$ cat src/rtl/timer_reg_arbiter_if.sv
// Requester, register-bus and status signals shared by the timer register arbiter.
// The slave modport is the arbiter; the master modport is the requesters plus the register block.
interface timer_reg_arbiter_if #(
  parameter int ADDR_W = 8,
  parameter int DATA_W = 8
);
  logic              m0_req;
  logic              m0_wr;
  logic [ADDR_W-1:0] m0_addr;
  logic [DATA_W-1:0] m0_wdata;
  logic              m0_ack;
  logic [DATA_W-1:0] m0_rdata;
  logic              m1_req;
  logic              m1_wr;
  logic [ADDR_W-1:0] m1_addr;
  logic [DATA_W-1:0] m1_wdata;
  logic              m1_ack;
  logic [DATA_W-1:0] m1_rdata;
  logic              m_err;
  logic              reg_sel;
  logic              reg_wr;
  logic [ADDR_W-1:0] reg_addr;
  logic [DATA_W-1:0] reg_wdata;
  logic [DATA_W-1:0] reg_rdata;
  logic              busy;

  modport slave (
    input  m0_req, m0_wr, m0_addr, m0_wdata,
    output m0_ack, m0_rdata,
    input  m1_req, m1_wr, m1_addr, m1_wdata,
    output m1_ack, m1_rdata,
    output m_err, reg_sel, reg_wr, reg_addr, reg_wdata,
    input  reg_rdata,
    output busy
  );

  modport master (
    output m0_req, m0_wr, m0_addr, m0_wdata,
    input  m0_ack, m0_rdata,
    output m1_req, m1_wr, m1_addr, m1_wdata,
    input  m1_ack, m1_rdata,
    input  m_err, reg_sel, reg_wr, reg_addr, reg_wdata,
    output reg_rdata,
    input  busy
  );
endinterface

$ cat src/rtl/timer_reg_arbiter.sv
// Two-master arbiter for the timer register bus: round-robin, or fixed priority to m0 with TIMER_ARB_FIXED_PRIO_EN.
// Grant edge -> reg_sel next cycle -> ack the cycle after; the loser keeps req high and waits for the next IDLE.
module timer_reg_arbiter #(
  parameter int ADDR_W   = 8,
  parameter int DATA_W   = 8,
  parameter int NUM_REGS = 3
) (
  input  logic                 clk,
  input  logic                 rst_n,
  timer_reg_arbiter_if.slave   bus
);
  typedef enum logic [1:0] {IDLE, ACCESS, RESP} state_t;

  localparam logic [ADDR_W-1:0] REG_LIMIT = ADDR_W'(NUM_REGS);

  state_t            state, state_nxt;
  logic              gnt_vld, gnt_id;
  logic              sel_wr, sel_in_range;
  logic [ADDR_W-1:0] sel_addr;
  logic [DATA_W-1:0] sel_wdata, rd_cap;
  logic              win_id, err_flag;
  logic              reg_sel_q, reg_wr_q, m0_ack_q, m1_ack_q, m_err_q;
  logic [ADDR_W-1:0] reg_addr_q;
  logic [DATA_W-1:0] reg_wdata_q, m0_rdata_q, m1_rdata_q;

`ifdef TIMER_ARB_FIXED_PRIO_EN
  always_comb gnt_id = ~bus.m0_req;
`else
  logic last_grant;

  always_comb begin
    if (bus.m0_req && bus.m1_req) gnt_id = ~last_grant;
    else                          gnt_id = bus.m1_req;
  end

  always_ff @(posedge clk or negedge rst_n) begin
    if (!rst_n)             last_grant <= 1'b1;
    else if (state == RESP) last_grant <= win_id;
  end
`endif

  always_ff @(posedge clk or negedge rst_n) begin
    if (!rst_n) state <= IDLE;
    else        state <= state_nxt;
  end

  always_comb begin
    state_nxt = state;
    gnt_vld   = 1'b0;
    case (state)
      IDLE: begin
        if (bus.m0_req || bus.m1_req) begin
          gnt_vld   = 1'b1;
          state_nxt = ACCESS;
        end
      end
      ACCESS:  state_nxt = RESP;
      RESP:    state_nxt = IDLE;
      default: state_nxt = IDLE;
    endcase
  end

  assign sel_wr       = gnt_id ? bus.m1_wr    : bus.m0_wr;
  assign sel_addr     = gnt_id ? bus.m1_addr  : bus.m0_addr;
  assign sel_wdata    = gnt_id ? bus.m1_wdata : bus.m0_wdata;
  assign sel_in_range = (sel_addr < REG_LIMIT);
  // Writes and out-of-range accesses return zero read data.
  assign rd_cap       = (reg_sel_q && !reg_wr_q) ? bus.reg_rdata : '0;

  always_ff @(posedge clk or negedge rst_n) begin
    if (!rst_n) begin
      win_id      <= 1'b0;
      err_flag    <= 1'b0;
      reg_sel_q   <= 1'b0;
      reg_wr_q    <= 1'b0;
      reg_addr_q  <= '0;
      reg_wdata_q <= '0;
      m0_ack_q    <= 1'b0;
      m1_ack_q    <= 1'b0;
      m_err_q     <= 1'b0;
      m0_rdata_q  <= '0;
      m1_rdata_q  <= '0;
    end else begin
      reg_sel_q <= 1'b0;
      reg_wr_q  <= 1'b0;
      m0_ack_q  <= 1'b0;
      m1_ack_q  <= 1'b0;
      m_err_q   <= 1'b0;
      if (gnt_vld) begin
        win_id      <= gnt_id;
        err_flag    <= ~sel_in_range;
        reg_sel_q   <= sel_in_range;
        reg_wr_q    <= sel_wr & sel_in_range;
        reg_addr_q  <= sel_addr;
        reg_wdata_q <= sel_wdata;
      end
      if (state == ACCESS) begin
        if (win_id) m1_rdata_q <= rd_cap;
        else        m0_rdata_q <= rd_cap;
        m0_ack_q <= ~win_id;
        m1_ack_q <= win_id;
        m_err_q  <= err_flag;
      end
    end
  end

  assign bus.reg_sel   = reg_sel_q;
  assign bus.reg_wr    = reg_wr_q;
  assign bus.reg_addr  = reg_addr_q;
  assign bus.reg_wdata = reg_wdata_q;
  assign bus.m0_ack    = m0_ack_q;
  assign bus.m1_ack    = m1_ack_q;
  assign bus.m_err     = m_err_q;
  assign bus.m0_rdata  = m0_rdata_q;
  assign bus.m1_rdata  = m1_rdata_q;
  assign bus.busy      = (state != IDLE);
endmodule
$ cat src/flat_wrapper.sv
// flat-port wrapper written by rule: the top's interface ports become plain ports
module timer_reg_arbiter_flat 
#(
  parameter int ADDR_W   = 8,
  parameter int DATA_W   = 8,
  parameter int NUM_REGS = 3
)
  (clk, rst_n, bus_m0_req, bus_m0_wr, bus_m0_addr, bus_m0_wdata, bus_m0_ack, bus_m0_rdata, bus_m1_req, bus_m1_wr, bus_m1_addr, bus_m1_wdata, bus_m1_ack, bus_m1_rdata, bus_m_err, bus_reg_sel, bus_reg_wr, bus_reg_addr, bus_reg_wdata, bus_reg_rdata, bus_busy);
  timer_reg_arbiter_if #(.ADDR_W(ADDR_W), .DATA_W(DATA_W)) bus_i ();
  input  logic clk;
  input  logic rst_n;
  input wire logic [$bits(bus_i.m0_req)-1:0] bus_m0_req;
  input wire logic [$bits(bus_i.m0_wr)-1:0] bus_m0_wr;
  input wire logic [$bits(bus_i.m0_addr)-1:0] bus_m0_addr;
  input wire logic [$bits(bus_i.m0_wdata)-1:0] bus_m0_wdata;
  output wire logic [$bits(bus_i.m0_ack)-1:0] bus_m0_ack;
  output wire logic [$bits(bus_i.m0_rdata)-1:0] bus_m0_rdata;
  input wire logic [$bits(bus_i.m1_req)-1:0] bus_m1_req;
  input wire logic [$bits(bus_i.m1_wr)-1:0] bus_m1_wr;
  input wire logic [$bits(bus_i.m1_addr)-1:0] bus_m1_addr;
  input wire logic [$bits(bus_i.m1_wdata)-1:0] bus_m1_wdata;
  output wire logic [$bits(bus_i.m1_ack)-1:0] bus_m1_ack;
  output wire logic [$bits(bus_i.m1_rdata)-1:0] bus_m1_rdata;
  output wire logic [$bits(bus_i.m_err)-1:0] bus_m_err;
  output wire logic [$bits(bus_i.reg_sel)-1:0] bus_reg_sel;
  output wire logic [$bits(bus_i.reg_wr)-1:0] bus_reg_wr;
  output wire logic [$bits(bus_i.reg_addr)-1:0] bus_reg_addr;
  output wire logic [$bits(bus_i.reg_wdata)-1:0] bus_reg_wdata;
  input wire logic [$bits(bus_i.reg_rdata)-1:0] bus_reg_rdata;
  output wire logic [$bits(bus_i.busy)-1:0] bus_busy;
  assign bus_i.m0_req = bus_m0_req;
  assign bus_i.m0_wr = bus_m0_wr;
  assign bus_i.m0_addr = bus_m0_addr;
  assign bus_i.m0_wdata = bus_m0_wdata;
  assign bus_m0_ack = bus_i.m0_ack;
  assign bus_m0_rdata = bus_i.m0_rdata;
  assign bus_i.m1_req = bus_m1_req;
  assign bus_i.m1_wr = bus_m1_wr;
  assign bus_i.m1_addr = bus_m1_addr;
  assign bus_i.m1_wdata = bus_m1_wdata;
  assign bus_m1_ack = bus_i.m1_ack;
  assign bus_m1_rdata = bus_i.m1_rdata;
  assign bus_m_err = bus_i.m_err;
  assign bus_reg_sel = bus_i.reg_sel;
  assign bus_reg_wr = bus_i.reg_wr;
  assign bus_reg_addr = bus_i.reg_addr;
  assign bus_reg_wdata = bus_i.reg_wdata;
  assign bus_i.reg_rdata = bus_reg_rdata;
  assign bus_busy = bus_i.busy;
  timer_reg_arbiter #(.ADDR_W(ADDR_W), .DATA_W(DATA_W), .NUM_REGS(NUM_REGS)) u_core (.clk(clk), .rst_n(rst_n), .bus(bus_i));
endmodule
$ cat config.mk
export PLATFORM = sky130hd
export DESIGN_NAME = timer_reg_arbiter_flat
export DESIGN_NICKNAME = d
export VERILOG_FILES = /design/src/rtl/timer_reg_arbiter_if.sv /design/src/rtl/timer_reg_arbiter.sv /design/src/flat_wrapper.sv
export SDC_FILE = /design/constraint.sdc
export NUM_CORES = 1
export LEC_CHECK = 0
export ABC_AREA = 1
export CORE_ASPECT_RATIO = 0.75
export CORE_MARGIN = 3
export CORE_UTILIZATION = 43
export DETAILED_ROUTE_END_ITERATION = 6
export PLACE_DENSITY = 0.8
export SYNTH_ARGS = -nofsm -noshare
export SYNTH_HDL_FRONTEND = slang
export SYNTH_SLANG_ARGS = --single-unit
export TNS_END_PERCENT = 20
$ cat constraint.sdc
create_clock -name clk -period 4.1 [get_ports clk]
set_clock_uncertainty 0.2 [all_clocks]
set_input_delay 0.82 -clock clk [delete_from_list [all_inputs] [get_ports clk]]
set_output_delay 0.82 -clock clk [all_outputs]
set_load 0.02 [all_outputs]
Yosys cells after proc, flatten, opt, wreduce, memory -nomap -nowiden. Cells that the tools add are included.

Register bits: 42. Memory bits (writable): 0. Bits in latches: 0. Bits in read-only memories: 0. Memories kept: 0. Bits of input ports: 46. Logic and storage cells: 43. Output and inout port bits: 38.

Reductions and logical operators: 8. Shifts and indexed selects: 0. Bitwise gates (word level): 4. Equal/unequal tests: 3. Muxes and demuxes: 14. Divide/modulo/power cells: 0. $lt $le $gt $ge: 1. Add/subtract/negate cells: 0. $mul: 0.

Operators by type and width (count): $mux W8 (3); $mux W1 (9); $lt A8 B2 Y1 const B (1); $pmux W2 S2 (1); $reduce_and A2 Y1 (2); $not A1 Y1 (3); $eq A2 B1 Y1 const B (1); $eq A2 B2 Y1 const B (1); $logic_and A1 B1 Y1 (2); $logic_not A2 Y1 (1); $mux W2 (1); $ne A2 B1 Y1 const B (1); $reduce_bool A2 Y1 (1); $and A1 B1 Y1 (1); $logic_not A1 Y1 (1); $logic_or A1 B1 Y1 (1).

Longest topological paths before layout. Gate-level depths: netlist of the first run.

Depth in word-level cells: 6. Gate-level depth with buffers: 9. Gate-level depth less buffers: 8.

Least setup slack after synthesis of the first run. Ideal clock, no wire load.

Path kind: input-to-reg. Start point: in bus_m1_req. End point: reg u_core.err_flag. Arrival: 1.552 ns. Setup slack: 2.232 ns. Stages on the path: 8. Buffers on the path: 1. Data required time: 3.783 ns. Path through: buf_4 nor2_1 nor2_2 nand2_1 nor2_1 nand3_1 nor2_2 nor2_1.

Word-level cells in the longest chain between the ends: 5. Elaborated cells between the ends (all ways): 8. Those cells by class: order compare (1); mux (4); bitwise (1); reduce/logical (2).

RTL lines: start: declaration (line flat_wrapper.sv:18) `input wire logic [$bits(bus_i.m1_req)-1:0] bus_m1_req;`; $logic_and A1 B1 Y1 (line timer_reg_arbiter.sv:32) `if (bus.m0_req && bus.m1_req) gnt_id = ~last_grant;`; $mux W1 (line timer_reg_arbiter.sv:32); $mux W8 (line timer_reg_arbiter.sv:64) `assign sel_addr = gnt_id ? bus.m1_addr : bus.m0_addr;`; $lt A8 B2 Y1 (line timer_reg_arbiter.sv:66) `assign sel_in_range = (sel_addr < REG_LIMIT);`; $not A1 Y1 (line timer_reg_arbiter.sv:91) `err_flag <= ~sel_in_range;`; end signal: assignment (line timer_reg_arbiter.sv:91); end: declaration (line timer_reg_arbiter.sv:21) `logic win_id, err_flag;`.

Several ways; a longest one is shown, not always the timed one. A chain may end at the register's enable or synchronous reset.

Worst setup path in the final report of the first run.
Start point: in bus_m1_req. End point: reg u_core.reg_addr_q[7], in the netlist u_core.bus.reg_addr[7].

Word-level cells in the longest chain between the ends: 3. Elaborated cells between the ends (all ways): 6. Those cells by class: mux (4); reduce/logical (2).

RTL lines: $logic_and A1 B1 Y1 / $logic_or A1 B1 Y1 (equally long branches) (line timer_reg_arbiter.sv:32, timer_reg_arbiter.sv:52); $mux W1, on equally long branches (line timer_reg_arbiter.sv:32, timer_reg_arbiter.sv:52); $mux W8 / $mux W1 (equally long branches) (line timer_reg_arbiter.sv:64, timer_reg_arbiter.sv:50); end signal: assignment (line timer_reg_arbiter.sv:94) `reg_addr_q <= sel_addr;`; end: declaration (line timer_reg_arbiter.sv:23) `logic [ADDR_W-1:0] reg_addr_q;`.

Several ways; a longest one is shown, not always the timed one.

==> results of run 1 <==
synthesized netlist by cell type:
cell type and n:
dfrtp_1 41, nand2_1 30, nor2_1 28, o21ai_0 20, inv_1 18, mux2_2 14
nand3_1 7, a31oi_1 5, buf_2 4, nor2_2 3, inv_2 2, mux2_1 2
nand2_2 2, nor2_4 2, o21ai_1 2, a21boi_0 1, a21oi_1 1, buf_4 1
buf_6 1, dfstp_2 1, nor3_1 1, o21ai_2 1
state kept, by name (all words and copies together) (netlist names):
name	cells
u_core.bus.reg_wr	1
u_core.err_flag	1
u_core.bus.m0_rdata	8
u_core.bus.reg_wdata	8
u_core.bus.m_err	1
u_core.last_grant	1
u_core.win_id	1
u_core.bus.m1_rdata	8
u_core.bus.m0_ack	1
u_core.bus.reg_addr	8
u_core.state	2
u_core.bus.reg_sel	1
u_core.bus.m1_ack	1
where the power goes:
group / switching (µW) / leakage (µW) / total, µW / internal (µW)
clock network: 140 / 0.0000472 / 275 / 135
registers: 61.2 / 0.000537 / 593 / 532
logic: 379 / 0.000704 / 683 / 303
area by class of cell:
| cell class | count | share of cell area, % |
|---|---|---|
| Tap cell | 52 | 2.34 |
| Clock inverter | 2 | 0.451 |
| Timing Repair Buffer | 84 | 30.0 |
| Sequential cell | 42 | 37.9 |
| Inverter | 20 | 2.71 |
| Clock buffer | 6 | 2.98 |
| Multi-Input combinational cell | 119 | 23.6 |
cell families after synthesis:
| group | Yosys count | synth area share [%] |
|---|---|---|
| AO/OA/AOI/OAI | 30 | 8.93 |
| buffers and inverters | 26 | 6.25 |
| flip-flops | 42 | 57.8 |
| multiplexers | 16 | 9.90 |
| AND/OR/NAND/NOR | 73 | 17.1 |
metal layers:
| layer | vias to the layer above | GRT usage [%] |
|---|---|---|
| met5 | - | 0 |
| met4 | 0 | 6.96 |
| met3 | 7 | 5.20 |
| met2 | 58 | 27.9 |
| met1 | 720 | 24.3 |
| li1 | 773 | - |
worst reg2reg max path, delay by kind of cell, from the launching register on:
| family | cells | cell delay [ns] |
|---|---|---|
| DFF | 1 | 0.42 |
| and+or+nand+nor | 2 | 0.51 |
| buffers and inverters | 2 | 0.41 |
| AOI/OAI and AO/OA | 1 | 0.26 |
placed cells by master (no fill, tap or decap), drive strengths merged:
cell type | netlist | layout
clkdlybuf4s50 | 0 | 82
dfrtp | 41 | 41
nor2 | 33 | 33
nand2 | 32 | 32
o21ai | 23 | 23
inv | 20 | 20
mux2 | 16 | 16
nand3 | 7 | 7
clkbuf | 0 | 6
a31oi | 5 | 5
buf | 6 | 2
a21boi | 1 | 1
nor3 | 1 | 1
a21oi | 1 | 1
clkinvlp | 0 | 1
clkinv | 0 | 1
dfstp | 1 | 1
metrics by stage:
step / setup slack, ns / cell area [µm²] / utilization [%] / hold WS [ns]
after floorplan: 2.23 / 1820 / - / 0.264
after global placement: 1.30 / 2680 / 69.6 / 0.266
after detailed placement: 1.26 / 2680 / 69.6 / 0.274
after CTS: 1.55 / 2780 / 72.1 / 0.293
after global routing: 1.32 / 2780 / 72.1 / 0.309
final: 1.54 / 2780 / 72.1 / 0.287
final timing paths:
kind | start | end | slack [ns] | cells past startpoint
max in group asynchronous | rst_n | u_core.bus.m0_rdata[5]$_DFFE_PN0P_ | 2.70 | 1
setup / recovery | bus_m1_req | u_core.bus.reg_addr[7]$_DFFE_PN0P_ | 1.54 | 5
hold / removal | u_core.bus.reg_wdata[5]$_DFFE_PN0P_ | u_core.bus.reg_wdata[5]$_DFFE_PN0P_ | 0.29 | 2
hold reg to reg | u_core.bus.reg_wdata[5]$_DFFE_PN0P_ | u_core.bus.reg_wdata[5]$_DFFE_PN0P_ | 0.29 | 2
min in group asynchronous | rst_n | u_core.bus.m1_rdata[1]$_DFFE_PN0P_ | 0.44 | 1
setup reg to reg | u_core.state[1]$_DFFE_PN0P_ | u_core.bus.reg_addr[7]$_DFFE_PN0P_ | 2.21 | 5
==> results.tsv, run 1 <==
stage	metric	value	unit
cts	htree_levels	2	
global_route	track_usage	18.2	%
timing	period_share	62.4	%
worst_setup_path	crit_type	in -> reg	
routing	wl_met1	1920	µm
routing	vias_per_cell	4.79	
power	peakVddDrop	0.390	mV
cells_and_area	finalNonFillerCells	325	
yosys	synth_cells	187	
cells_and_area	seq_area	1050	µm²
cts	cts_sinks	42	
floorplan	start_util	47.3	%
cts	numCtsBuffers	5	
routing	ant_nets	0	
routing	met2_length	2010	µm
worst_setup_path	path_cells	clkdlybuf4s50_1 -> nor2_1 -> nor2_2 -> inv_1 -> o21ai_0	
worst_setup_path	cp_data_required_time	4.11	ns
yosys	ys_seq_area_share	57.8	%
power	p_per_area	559	nW/µm²
routing	top_layer	met4	
cts	postCtsSetupBuffers	0	
cts	cts_max_path_buffers	2	
timing	finalMaxSlewViolations	0	
routing	route.detailed.drc	0	
worst_setup_path	slowest_delay	0.62	ns
global_route	grt_pass1_vias	1475	
worst_setup_path	path_max_fanout	15	
timing	max_freq	391	MHz
yosys	synth_top_cell_by_area	dfrtp_1	
placement	port_buffers	83	
yosys	synth_nets	233	
yosys	yosys-top-cells-area	dfrtp_1 56%, mux2_2 8.7%, nand2_1 6.2%, nor2_1 5.8%, o21ai_0 5.5%	
cts	cts_root_buf	clkbuf_8	
job	cap_violations	0	
routing	first_pass_iters	4	
timing	max_slew.worst_pin.slew	0.890	ns
worst_setup_path	end_kind	flip-flop	
global_route	antenna_found_initial	0	
cts	clk_pin_slew	0.08	ns
worst_setup_path	timing.critical_path.buf_inv	2	
placement	place.gp.congestion	0.796	
worst_setup_path	cp.arrival	2.57	ns
timing	slew_headroom	40.7	%
global_route	overflow	0	
routing	vias	1558	
yosys	ys_ff_latch	42	
yosys	avgSynthCellArea	9.74	µm²
global_route	grt_max_degree	43	
placement	dp.cells	317	
timing	grt_setup_unrepaired	false	
floorplan	dieArea	5060	µm²
placement	dp_hpwl	3340	µm
global_route	grt_pass1_wl	7020	µm
min_path	hold_class	reg -> reg	
worst_setup_path	crit_family	buffers and inverters	
cells_and_area	diodes	0	
power	power	1550	µW
timing	period_minus_slack	2.56	ns
floorplan	fp.coreArea	3850	µm²
timing	finalSetupTns	0	ns
routing	drt-initial-drc-count	32	
cts	cts_tree	done	
cts	clock_latency	0.30	ns
yosys	synth_top_area_share	56.4	%
cts	ctsHoldBuffers	0	
floorplan	die_w	81.1	µm
worst_setup_path	worstSetupStartpointType	input pin	
routing	drt-total-wl	4330	µm
cells_and_area	multiInputGateArea	654	µm²
cells_and_area	syn_to_final_growth	52.4	%
cells_and_area	nFillCells	301	
cts	cts_resized	0	
cells_and_area	drive_gt1_share	12.8	%
yosys	yosysUniqueCellTypes	22	
routing	wire_per_inst	13.3	µm
power	leakagePower	0.00129	µW
floorplan	io_pins	84	
yosys	syn_area	1820	µm²
timing	setup_viol	0	
routing	wl_met3	334	µm
outcome	status	complete, no violations	
floorplan	die_h	62.4	µm
floorplan	rows	19	
yosys	yosys_warnings	0	
worst_setup_path	slowest_stage	clkdlybuf4s50_1	
timing	finalHoldViolCount	0	
cells_and_area	final_nets	318	
(Power assumes the default switching activity.)
==> run 2: changes to the inputs <==
CORE_UTILIZATION = 41   (was 43)
PLACE_DENSITY = 0.77   (was 0.8)
clock period = 2.5 ns   (was 4.1 ns; I/O delays follow)
==> results.tsv, run 2 (synthesis gave the netlist of run 1 again) <==
stage	metric	value	unit	change
worst_setup_path	cp.arrival	1.46	ns	was 2.57 ns
placement	pre_cts_slack	0.214	ns	was 1.26 ns
worst_setup_path	cp_data_required_time	1.80	ns	was 4.11 ns
min_path	min_delay_path_depth	2		unchanged
power	peakVddDrop	0.647	mV	was 0.390 mV
worst_setup_path	slowest_stage	clkdlybuf4s50_1		unchanged
cts	htree_levels	2		unchanged
min_path	hold_class	reg -> reg		unchanged
timing	slew_headroom	74.5	%	was 40.7%
cells_and_area	finalNonFillerCells	331		was 325
placement	port_buffers	83		unchanged
worst_setup_path	end_kind	output pin		was flip-flop
global_route	grt_pass1_vias	1535		was 1,475
routing	first_pass_iters	4		unchanged
cells_and_area	final_common_cell	clkdlybuf4s50_1		unchanged
worst_setup_path	path_max_fanout	4		was 15
cells_and_area	diodes	0		unchanged
routing	drt-initial-drc-count	94		was 32
cts	postCtsSetupBuffers	0		unchanged
global_route	track_usage	18.0	%	was 18.2%
cells_and_area	syn_to_final_growth	57.0	%	was 52.4%
global_route	grt_max_degree	43		unchanged
worst_setup_path	crit_family	buffers and inverters		unchanged
cts	cts_root_buf	clkbuf_8		unchanged
worst_setup_path	reg2regPathDepth	7		was 5
worst_setup_path	path_cells	inv_1 -> nand2_1 -> clkdlybuf4s50_1		was clkdlybuf4s50_1 -> nor2_1 -> nor2_2 -> inv_1 -> o21ai_0
routing	vias_per_cell	4.79		about the same
cells_and_area	layout_common_cells	82 x clkdlybuf4s50_1, 41 x dfrtp_1, 30 x nand2_1, 28 x nor2_1, 20 x o21ai_0		unchanged
cts	cts_resized	0		unchanged
job	cap_violations	0		unchanged
routing	wire_per_inst	13.6	µm	was 13.3 µm
placement	dp.cells	322		was 317
cells_and_area	drive_gt1_share	13.4	%	was 12.8%
power	swShare	35.0	%	was 37.4%
timing	setup_viol	0		unchanged
power	switching_power	957	µW	was 580 µW
floorplan	die_w	82.9	µm	was 81.1 µm
cts	cts_sinks	42		unchanged
routing	drt-total-wl	4500	µm	was 4330 µm
floorplan	rows	20		was 19
global_route	grt_pass1_wl	7520	µm	was 7020 µm
routing	ant_nets	0		unchanged
cells_and_area	final_nets	321		was 318
worst_setup_path	timing.critical_path.buf_inv	2		unchanged
cts	clk_pin_slew	0.08	ns	about the same
floorplan	fp.coreArea	4150	µm²	was 3850 µm²
floorplan	io_pins	84		unchanged
timing	grt_setup_unrepaired	false		unchanged
worst_setup_path	slowest_delay	0.62	ns	about the same
floorplan	dieArea	5280	µm²	was 5060 µm²
cts	cts_tree	done		unchanged
timing	max_freq	463	MHz	
power	combPwrFrac	41.3	%	was 44.0%
routing	vias	1587		was 1,558
power	p_per_area	956	nW/µm²	was 559 nW/µm²
timing	finalMaxSlewViolations	0		unchanged
global_route	antenna_found_initial	0		unchanged
timing	timing.final.ws_setup	0.338	ns	was 1.54 ns
floorplan	start_util	43.8	%	was 47.3%
outcome	status	complete, no violations		unchanged
power	power	2730	µW	was 1550 µW
floorplan	die_h	63.7	µm	was 62.4 µm
timing	max_slew.worst_pin.slew	0.382	ns	was 0.890 ns
timing	finalSetupTns	0	ns	unchanged
cts	clock_latency	0.29	ns	was 0.30 ns
worst_setup_path	crit_type	reg -> out		was in -> reg
placement	place.gp.congestion	0.779		was 0.796
power	clkPwrFrac	23.1	%	was 17.7%
global_route	overflow	0		unchanged
timing	period_share	86.5	%	
worst_setup_path	cp.depth	3		was 5
placement	dp_hpwl	3410	µm	was 3340 µm
power	p_int	1780	µW	was 970 µW
cts	cts_max_path_buffers	2		unchanged
cts	numCtsBuffers	5		unchanged
power	leakagePower	0.00133	µW	was 0.00129 µW
worst_setup_path	worstSetupStartpointType	flip-flop		was input pin
timing	period_minus_slack	2.16	ns	
power	seqPwrFrac	35.7	%	was 38.2%
timing	finalHoldViolCount	0		unchanged
routing	route.detailed.drc	0		unchanged
timing	holdWs	0.288	ns	was 0.287 ns
==> run 2: changes by cell type in the layout (fill, tap and decap cells not counted) <==
cell / change
clkinv_2: -1
buf_4: +1
clkinvlp_4: -1
clkinv_4: +1
dlygate4sd3_1: +1
bufinv_16: +2
clkbuf_8: -1
buf_12: +1
==> run 2: tightest hold or removal path: cells and delay by family (launching register included) <==
| kind | cells | cell delay (ns) |
|---|---|---|
| simple gates | 1 | 0.05 |
| flops | 1 | 0.35 |
| compound gates | 1 | 0.05 |
==> run 2: layout make-up <==
| type | count | area, µm² |
|---|---|---|
| fillers | 339 | 1290 |
| flip-flops and latches | 42 | 1050 |
| repair buffers | 87 | 871 |
| multi-input cells | 119 | 654 |
| inverters | 20 | 75.1 |
| clock buffers | 5 | 68.8 |
| clock inverters | 3 | 68.8 |
| well taps | 55 | 68.8 |
==> run 2: through the flow <==
stage               util [%]  area [µm²]
floorplan                  -        1820
global placement        65.3        2710
detailed placement      65.3        2710
CTS                     68.8        2860
global route            68.8        2860
finish                  68.8        2860
==> run 2: per-layer routing <==
metal  global-route usage [%]  up-vias  wire (µm)  share of wire [%]
met5                        0        -          0                  0
met4                     5.51        0         51                1.1
li1                         -      779          -                  -
met3                     4.71        5        259                5.8
met2                     28.5       56       2170                 48
met1                     24.4      747       2030                 45
==> run 2: final timing paths <==
path,startpoint,end,slack [ns]
max in group asynchronous,rst_n,u_core.last_grant$_DFFE_PN1N_,1.32
min in group asynchronous,rst_n,u_core.bus.reg_addr[1]$_DFFE_PN0P_,0.52
min,u_core.bus.reg_addr[7]$_DFFE_PN0P_,u_core.bus.reg_addr[7]$_DFFE_PN0P_,0.29
max reg2reg,u_core.last_grant$_DFFE_PN1N_,u_core.err_flag$_DFFE_PN0P_,0.79
min reg2reg,u_core.bus.reg_addr[7]$_DFFE_PN0P_,u_core.bus.reg_addr[7]$_DFFE_PN0P_,0.29
max,u_core.state[1]$_DFFE_PN0P_,bus_busy,0.34
==> run 2: power groups by stage <==
stage          registers, µW  clock network, µW  logic [µW]
3_3_place_gp             983                  0        1110
2_1_floorplan           1170                  0         427
6_report                 975                631        1130
4_1_cts                  973                646        1140
5_1_grt                 1000                675        1230
3_5_place_dp             985                  0        1140
==> run 2: what timing repair did <==
item | CTS | global route
setup endpoints to repair | 0 | 0
hold buffers | 1 | 0
endpoints found under the hold margin | 41 | 0
==> RTL change: new RTL, config.mk and constraints of run 2 <==
`ADDR_W` is set to 8 in 3 places; all go to 6.
--- a/src/rtl/timer_reg_arbiter_if.sv
+++ b/src/rtl/timer_reg_arbiter_if.sv
@@ -2,5 +2,5 @@
 // The slave modport is the arbiter; the master modport is the requesters plus the register block.
 interface timer_reg_arbiter_if #(
-  parameter int ADDR_W = 8,
+  parameter int ADDR_W = 6,
   parameter int DATA_W = 8
 );
--- a/src/rtl/timer_reg_arbiter.sv
+++ b/src/rtl/timer_reg_arbiter.sv
@@ -2,5 +2,5 @@
 // Grant edge -> reg_sel next cycle -> ack the cycle after; the loser keeps req high and waits for the next IDLE.
 module timer_reg_arbiter #(
-  parameter int ADDR_W   = 8,
+  parameter int ADDR_W   = 6,
   parameter int DATA_W   = 8,
   parameter int NUM_REGS = 3
--- a/src/flat_wrapper.sv
+++ b/src/flat_wrapper.sv
@@ -2,5 +2,5 @@
 module timer_reg_arbiter_flat 
 #(
-  parameter int ADDR_W   = 8,
+  parameter int ADDR_W   = 6,
   parameter int DATA_W   = 8,
   parameter int NUM_REGS = 3
Interface: changed (resized bus_m0_addr, bus_m1_addr and bus_reg_addr); port bits go from 84 to 78. The function was not compared with the original's and may differ.
==> RTL change against run 2 <==
Sequential share of layout area about the same; routed wire length increased by 0.87%; synthesized cell count increased by 13%; combinational power increased by 19%; sequential cell count decreased by 2; hold slack got worse by 0.16 ns; via count increased by 2.0%; synthesized area increased by 1.4%; register-to-register slack improved by 0.10 ns; setup slack got worse by 0.098 ns; final area decreased by 4.8%; total power increased by 2.5%; critical endpoint unchanged.
==> RTL change: results (changes against run 2) <==
<table>
<tr><th>Metric</th><th>Value</th></tr>
<tr><th colspan="2">Placed design</th></tr>
<tr><td>I/O Buffers</td><td>77 (-7.2%)</td></tr>
<tr><td>Final HPWL from detailed placement</td><td>3.44 mm (+0.79%)</td></tr>
<tr><td>Placed instance count</td><td>338 (+5.0%)</td></tr>
<tr><td>Final weighted congestion in routability-driven placement</td><td>0.756 (-2.9%)</td></tr>
<tr><th colspan="2">Power and ir drop</th></tr>
<tr><td>LEAKAGE</td><td>0.00130 uW (-2.2%)</td></tr>
<tr><th colspan="2">Finish</th></tr>
<tr><td>Final net count</td><td>332 (+3.4%)</td></tr>
<tr><td>Filler cell count</td><td>361 (+6.5%)</td></tr>
<tr><td>Proportion of layout cells with a drive suffix above 1</td><td>9.62% (-3.8 points)</td></tr>
<tr><th colspan="2">Detailed routing</th></tr>
<tr><td>Average wire per standard cell</td><td>13.1 microns (-3.5%)</td></tr>
<tr><td>Vias</td><td>1618 (+2.0%)</td></tr>
<tr><td>Wire length after detailed routing</td><td>4.54 mm (+0.87%)</td></tr>
<tr><td>Iteration-0 DRC count of the detailed router</td><td>67 (-29%)</td></tr>
<tr><th colspan="2">Worst hold path</th></tr>
<tr><td>Path type of the worst min-delay path</td><td>input pin to async pin</td></tr>
<tr><th colspan="2">Synthesis</th></tr>
<tr><td>Sequential-to-total area share from yosys stat</td><td>54.3% (-3.5 points)</td></tr>
<tr><td>Unique masters post-synth</td><td>25 (+14%)</td></tr>
<tr><td>Mean instance size in the synthesized netlist</td><td>8.71 sq um (-11%)</td></tr>
<tr><td>Most numerous cell types in the synthesized netlist</td><td>59 x sky130_fd_sc_hd__nand2_1, 39 x sky130_fd_sc_hd__dfrtp_1, 35 x sky130_fd_sc_hd__o21ai_0</td></tr>
<tr><td>Ranking of synthesized cells by area</td><td>sky130_fd_sc_hd__dfrtp_1 53%, sky130_fd_sc_hd__nand2_1 12%, sky130_fd_sc_hd__o21ai_0 9.5%</td></tr>
<tr><th colspan="2">Global routing</th></tr>
<tr><td>Wire length of the first global-routing pass</td><td>7.47 mm (-0.74%)</td></tr>
<tr><td>Global Route Usage Sum</td><td>17.7% (-0.34 points)</td></tr>
<tr><th colspan="2">Outcome</th></tr>
<tr><td>Outcome</td><td>finished, final reports clean</td></tr>
<tr><th colspan="2">Worst setup path</th></tr>
<tr><td>End of the worst register-to-register path</td><td>u_core.bus.m1_rdata[5]$_DFFE_PN0P_</td></tr>
<tr><td>Worst-case reg-to-reg path depth</td><td>4 (-3)</td></tr>
<tr><td>Worst reg-to-reg setup slack</td><td>0.89 ns (+0.10 ns)</td></tr>
<tr><th colspan="2">STA</th></tr>
<tr><td>Worst slew margin relative to its limit</td><td>42.0% (-33 points)</td></tr>
</table>
[RTL change: cell count changes after synthesis, sizes merged]
cell,delta
nand2,+33
mux2,-16
o21ai,+13
nor2,-3
a31oi,-2
clkbuf,+2
dfrtp,-2
inv,+2
a21boi,-1
buf,-1
nand3,-1
nand3b,+1
[RTL change: worst max-delay path: cells and delay by family (launching register included)]
| kind | cells | cell delay (ns) |
|---|---|---|
| buf+inv | 2 | 0.71 |
| flops | 1 | 0.42 |
| simple gates | 1 | 0.15 |
[RTL change: area by class of cell]
class / count / area share (%)
multi-input combinational: 143 / 25.9
timing repair buffer: 78 / 28.4
sequential: 40 / 36.8
tap: 55 / 2.53
inverter: 22 / 3.03
clock buffer: 8 / 3.31
[RTL change: how the worst min path moves through the flow]
stage | cells past startpoint | end | startpoint | slack (ns)
floorplan | 0 | u_core.bus.m0_ack$_DFF_PN0_ | rst_n | 0.004
global placement | 2 | u_core.bus.reg_addr[3]$_DFFE_PN0P_ | u_core.bus.reg_addr[3]$_DFFE_PN0P_ | 0.27
detailed placement | 2 | u_core.bus.reg_addr[4]$_DFFE_PN0P_ | u_core.bus.reg_addr[4]$_DFFE_PN0P_ | 0.27
CTS | 1 | u_core.bus.reg_wdata[0]$_DFFE_PN0P_ | rst_n | 0.16
global route | 1 | u_core.bus.reg_addr[0]$_DFFE_PN0P_ | rst_n | 0.20
finish | 1 | u_core.bus.reg_addr[5]$_DFFE_PN0P_ | rst_n | 0.13
[RTL change: layer usage]
metal,up-vias,track usage (%),share of wire (%)
met5,-,0,0
li1,823,-,-
met3,2,4.25,5.3
met1,745,23.4,45
met4,0,5.02,0.55
met2,48,29.2,49
[RTL change: stage by stage]
stage               setup slack [ns]  power, uW  area, sq um
floorplan                      0.986       1770         1850
global placement               0.251       2370         2630
detailed placement             0.190       2400         2630
CTS                            0.222       2840         2720
global route                   0.171       3000         2720
finish                         0.240       2800         2720
[RTL change: where the power goes]
part / leakage, uW / switching, uW / internal, uW
Clock: 0.0000455 / 205 / 225
Combinational: 0.000742 / 766 / 571
Sequential: 0.000511 / 147 / 888
Total: 0.00130 / 1120 / 1680
[RTL change: cells by family after synthesis]
kind of cell           Yosys count
DFF                             40
buffers and inverters           29
AOI/OAI and AO/OA               40
and+or+nand+nor                103
